$ cat src/rtl/shift_in_scan.sv
// Reader for a 74HC165-style parallel-in/serial-out chain: pulses the load line,
// shifts WIDTH bits in MSB-first and publishes them with a one-cycle valid strobe.
module shift_in_scan #(
  parameter int unsigned WIDTH   = 16,
  parameter int unsigned CLK_DIV = 4,
  parameter bit          AUTO    = 1'b0,
  parameter bit          INVERT  = 1'b0
) (
  input  logic             clk,
  input  logic             rstn,
  input  logic             start,
  output logic             sr_load_n,
  output logic             sr_clk,
  input  logic             sr_di,
  output logic [WIDTH-1:0] data,
  output logic             valid,
  output logic             busy
);

  localparam int unsigned CW = (CLK_DIV > 1) ? $clog2(CLK_DIV) : 1;
  localparam int unsigned BW = (WIDTH > 1) ? $clog2(WIDTH) : 1;
  localparam logic [CW-1:0] CNT_LAST = CW'(CLK_DIV - 1);
  localparam logic [BW-1:0] BIT_LAST = BW'(WIDTH - 1);

  typedef enum logic [2:0] {
    IDLE   = 3'd0,
    LOAD   = 3'd1,
    SETTLE = 3'd2,
    SHIFT  = 3'd3,
    DONE   = 3'd4
  } state_t;

  state_t           state, state_d;
  logic [CW-1:0]    cnt, cnt_d;
  logic [BW-1:0]    bits, bits_d;
  logic             hi, hi_d;
  logic [WIDTH-1:0] shreg;
  logic             cnt_end;

  assign cnt_end = (cnt == CNT_LAST);

  always_comb begin
    state_d = state;
    cnt_d   = cnt;
    bits_d  = bits;
    hi_d    = hi;
    case (state)
      IDLE: begin
        cnt_d  = '0;
        bits_d = '0;
        hi_d   = 1'b0;
        if (AUTO || start) state_d = LOAD;
      end
      LOAD: begin
        if (cnt_end) begin
          cnt_d   = '0;
          state_d = SETTLE;
        end else begin
          cnt_d = cnt + 1'b1;
        end
      end
      SETTLE: begin
        if (cnt_end) begin
          cnt_d   = '0;
          bits_d  = '0;
          hi_d    = 1'b0;
          state_d = SHIFT;
        end else begin
          cnt_d = cnt + 1'b1;
        end
      end
      SHIFT: begin
        if (cnt_end) begin
          cnt_d = '0;
          if (hi) begin
            hi_d = 1'b0;
            if (bits == BIT_LAST) state_d = DONE;
            else                  bits_d  = bits + 1'b1;
          end else begin
            hi_d = 1'b1;
          end
        end else begin
          cnt_d = cnt + 1'b1;
        end
      end
      DONE: begin
        cnt_d   = '0;
        bits_d  = '0;
        hi_d    = 1'b0;
        state_d = AUTO ? LOAD : IDLE;
      end
      default: begin
        cnt_d   = '0;
        bits_d  = '0;
        hi_d    = 1'b0;
        state_d = IDLE;
      end
    endcase
  end

  always_ff @(posedge clk or negedge rstn) begin
    if (!rstn) begin
      state <= IDLE;
      cnt   <= '0;
      bits  <= '0;
      hi    <= 1'b0;
    end else begin
      state <= state_d;
      cnt   <= cnt_d;
      bits  <= bits_d;
      hi    <= hi_d;
    end
  end

  // Pins are registered decodes of the state, so they trail it by one cycle;
  // sr_di is captured on the edge where sr_clk is about to rise, i.e. the
  // last cycle of the low phase as seen on the pin.
  always_ff @(posedge clk or negedge rstn) begin
    if (!rstn) begin
      sr_load_n <= 1'b1;
      sr_clk    <= 1'b0;
      busy      <= 1'b0;
      valid     <= 1'b0;
      shreg     <= '0;
      data      <= '0;
    end else begin
      sr_load_n <= (state != LOAD);
      sr_clk    <= (state == SHIFT) && hi;
      busy      <= (state != IDLE);
      valid     <= (state == DONE);
      if ((state == SHIFT) && hi && !sr_clk)
        shreg <= WIDTH'({shreg, sr_di});
      if (state == DONE)
        data <= INVERT ? ~shreg : shreg;
    end
  end

endmodule

$ cat config.mk
export PLATFORM = sky130hd
export DESIGN_NAME = shift_in_scan
export DESIGN_NICKNAME = d
export VERILOG_FILES = /design/src/rtl/shift_in_scan.sv
export SDC_FILE = /design/constraint.sdc
export NUM_CORES = 1
export LEC_CHECK = 0
export ABC_AREA = 1
export CORE_ASPECT_RATIO = 1.5
export CORE_MARGIN = 5
export CORE_UTILIZATION = 49
export CTS_CLUSTER_SIZE = 8
export DETAILED_ROUTE_END_ITERATION = 10
export PLACE_DENSITY = 0.72
export SETUP_SLACK_MARGIN = 0.2
export SLEW_MARGIN = 20
export SYNTH_ARGS = -nofsm -noshare
export SYNTH_HDL_FRONTEND = slang
export SYNTH_SLANG_ARGS = --single-unit
$ cat constraint.sdc
create_clock -name clk -period 1.44 [get_ports clk]
set_input_delay 0.144 -clock clk [delete_from_list [all_inputs] [get_ports clk]]
set_output_delay 0.144 -clock clk [all_outputs]
set_load 0.02 [all_outputs]
==> summary.txt <==
Pre-CTS setup slack: 0.00705 ns
Peak VDD IR: 0.745 mV
Max-cap viol count: 0
Top Ports: 24
Worst-margin pin slew: 0.381 ns
Final setup fails: 0
Drt via density: 5.08
Detail Route Antenna Nets: 0
Drt wl/cell: 13.8 µm
Layout net count: 253
Total gr overflow: 0
Syn Std Cell Area: 1990 µm²
Die Footprint: 5470 µm²
Setup TNS: 0 ns
Fin. Hold Viols: 0
Initial antenna violation count: 0
Leak: 0.00127 µW
Crit path time final: 1.30 ns
Finished Layout Cells: 293
DRT iter0 DRCs: 66
F_max: 768 MHz
Unrepaired setup endpoints after global routing: yes
Total clock sinks: 46
Detailed-route via count: 1,487
Residual DRC: 0
Cell taking the most area after synthesis: dfrtp_1
Clock latency on the worst-skew pair: 0.31 ns
Power per cell area: 839 nW/µm²
Syn Nets: 211
Rel. slew slack: 74.6%
Total Power: 2180 µW
Syn Inst Count: 205
CP endpoint kind: register
Last weighted congestion value of the routability-driven placer: 0.941
Die Width: 62.1 µm
Global-route usage over all layers: 17.5%
Vias in the first global route: 1,512
Register area share after synthesis: 57.8%
Detail Placement HPWL: 2.31 mm
Clock Skews: 0.0140 ns
PortBufs: 23
# rows: 28
CTS Buf Count: 5
R2R setup slack: 0.14 ns
CTS tree: built
Worst reg2reg path endpoint: shreg[14]
Initial Utilization: 50.4%
Chip height: 88.1 µm
Worst r2r src: state[2]
DP Cell Count: 268
Status: finished clean
Critical path arrival: 1.50 ns
Fin crit share: 90.4%
Layout Area Growth over Synthesis: 30.5%
Top cells by area, synth: dfrtp_1 56%, nand2_1 9.8%, o21ai_2 7.0%
Drt total wl: 4.06 mm
H-tree depth: 2
Post-synth top area share: 56.5%
Share of layout cells above drive strength 1: 33.9%
Crit Path Max Fanout: 8
Crit path kind: register to register
Flop and latch count out of synthesis: 46
First-pass GRT wire length: 7.02 mm
Clk buf depth: 2
Slack of the critical path: 0.139 ns
Avg Inst Size Synth: 9.73 µm²
HP Class: input pin to asynchronous set/reset pin
Unique masters post-synth: 25
Pin count of the biggest net entering global routing: 32
Synth Warn #: 0
Pre-Repair DR Iteration Count: 4
Clk pin slew, worst setup/hold paths: 0.09 ns
Core ar.: 3960 µm²
Antenna diodes: 0
Reg2reg path depth: 7
Slew Limit Fails: 0
CP required: 1.64 ns
Root buf cell: clkbuf_8
CP Launch Type: register
Fillers: 320
[how the worst max path moves through the flow]
stage / startpoint / endpoint / slack, ns
detailed placement: state[1] / shreg[0] / 0.007
floorplan: state[0] / data[0] / 0.22
global route: state[2] / bits[0] / 0.06
CTS: state[2] / shreg[14] / 0.12
finish: state[2] / shreg[14] / 0.14
global placement: state[1] / shreg[0] / 0.04
[metal layers]
metal / track usage, % / routed length (µm)
met1: 20.9 / 1670
met2: 28.7 / 2090
met3: 3.98 / 155
met4: 9.07 / 134
met5: 0 / 0
[power breakdown]
part	switching, µW	internal [µW]	total, µW
registers	6.43	1300	1310
clock network	465	347	812
logic	41.0	22.9	63.9
[repair_timing]
action	4_1_cts	5_1_grt
endpoints found under the hold margin	14	0
hold buffers	1	0
setup endpoints to repair	58	41
setup buffers	9	4
cloned	3	0
resized for setup	52	8
pin swaps	11	2
[worst max-delay path, stage by stage, from the launching register on]
cell and delay, ns:
dfrtp_1 0.41, inv_2 0.11, nand3_4 0.13, nor2_4 0.15, buf_12 0.14, nand2_8 0.09
nand2_2 0.11, o21ai_2 0.05
[layout make-up]
class	count	area, µm²	share of cell area (%)
Multi-Input combinational cell	126	818	31.4
Timing Repair Buffer	39	360	13.8
Clock buffer	5	68.8	2.64
Inverter	29	120	4.62
Tap cell	45	56.3	2.16
Clock inverter	3	23.8	0.913
Sequential cell	46	1150	44.4
[cell families (layout without fill, tap and decap cells)]
kind of cell	Yosys count	count (layout)	synth area share [%]
AOI/OAI and AO/OA	36	36	12.5
xor gates and xnor gates	1	1	0.439
and+or+nand+nor	84	87	19.3
buffers and inverters	36	76	8.78
adders and majority gates	2	2	1.25
DFF	46	46	57.8
[metrics by stage]
stage                     instance area, µm²  util, %  hold WS, ns
after floorplan                         2000        -       -0.152
after global placement                  2240     56.6       0.0848
after detailed placement                2240     56.6       0.0850
after CTS                               2540     64.3        0.314
after global routing                    2600     65.7        0.335
final                                   2600     65.7        0.290
[cell usage in the layout (no fill, tap or decap)]
cell / synthesis / layout
a21oi_1: 2 / 2
a21oi_2: 1 / 1
buf_12: 0 / 3
buf_2: 2 / 1
buf_4: 0 / 11
buf_6: 5 / 1
clkbuf_2: 0 / 1
clkbuf_8: 0 / 5
clkdlybuf4s50_1: 0 / 2
clkinvlp_4: 0 / 3
dfrtp_1: 45 / 43
dfrtp_2: 0 / 2
dfstp_2: 1 / 1
dlygate4sd2_1: 0 / 19
dlygate4sd3_1: 0 / 1
ha_2: 0 / 2
inv_1: 26 / 24
inv_2: 3 / 3
inv_6: 0 / 1
inv_8: 0 / 1
nand2_1: 52 / 35
nand2_2: 1 / 18
nand2_8: 0 / 4
nand3_1: 11 / 8
nand3_2: 0 / 3
nand3_4: 1 / 1
nand3b_1: 1 / 1
nand4_1: 1 / 1
nor2_1: 9 / 8
nor2_4: 2 / 5
nor3_1: 2 / 2
o21ai_1: 15 / 15
o21ai_2: 16 / 16
o21bai_1: 2 / 2
or2_4: 0 / 1
xnor2_1: 1 / 1
[synth_stat cells]
library cell / count
or2_1: 1
dfrtp_1: 45
nand2_4: 1
nand2_2: 1
dfstp_2: 1
nor2_2: 2
o21ai_2: 16
buf_6: 5
a21oi_1: 2
nor2_1: 9
inv_1: 26
nand3_4: 1
inv_2: 3
nand3b_1: 1
buf_2: 2
a21oi_2: 1
o21ai_1: 15
o21bai_1: 2
nand2_1: 52
nor3_1: 2
nor2_4: 2
xnor2_1: 1
ha_1: 2
nand4_1: 1
nand3_1: 11
[sequential cells by signal, indices dropped and copies added (netlist names)]
name	count
bits	4
busy	1
cnt	2
data	16
hi	1
shreg	16
sr_clk	1
sr_load_n	1
state	3
valid	1
Note: power is estimated with default switching activity, not from simulation.
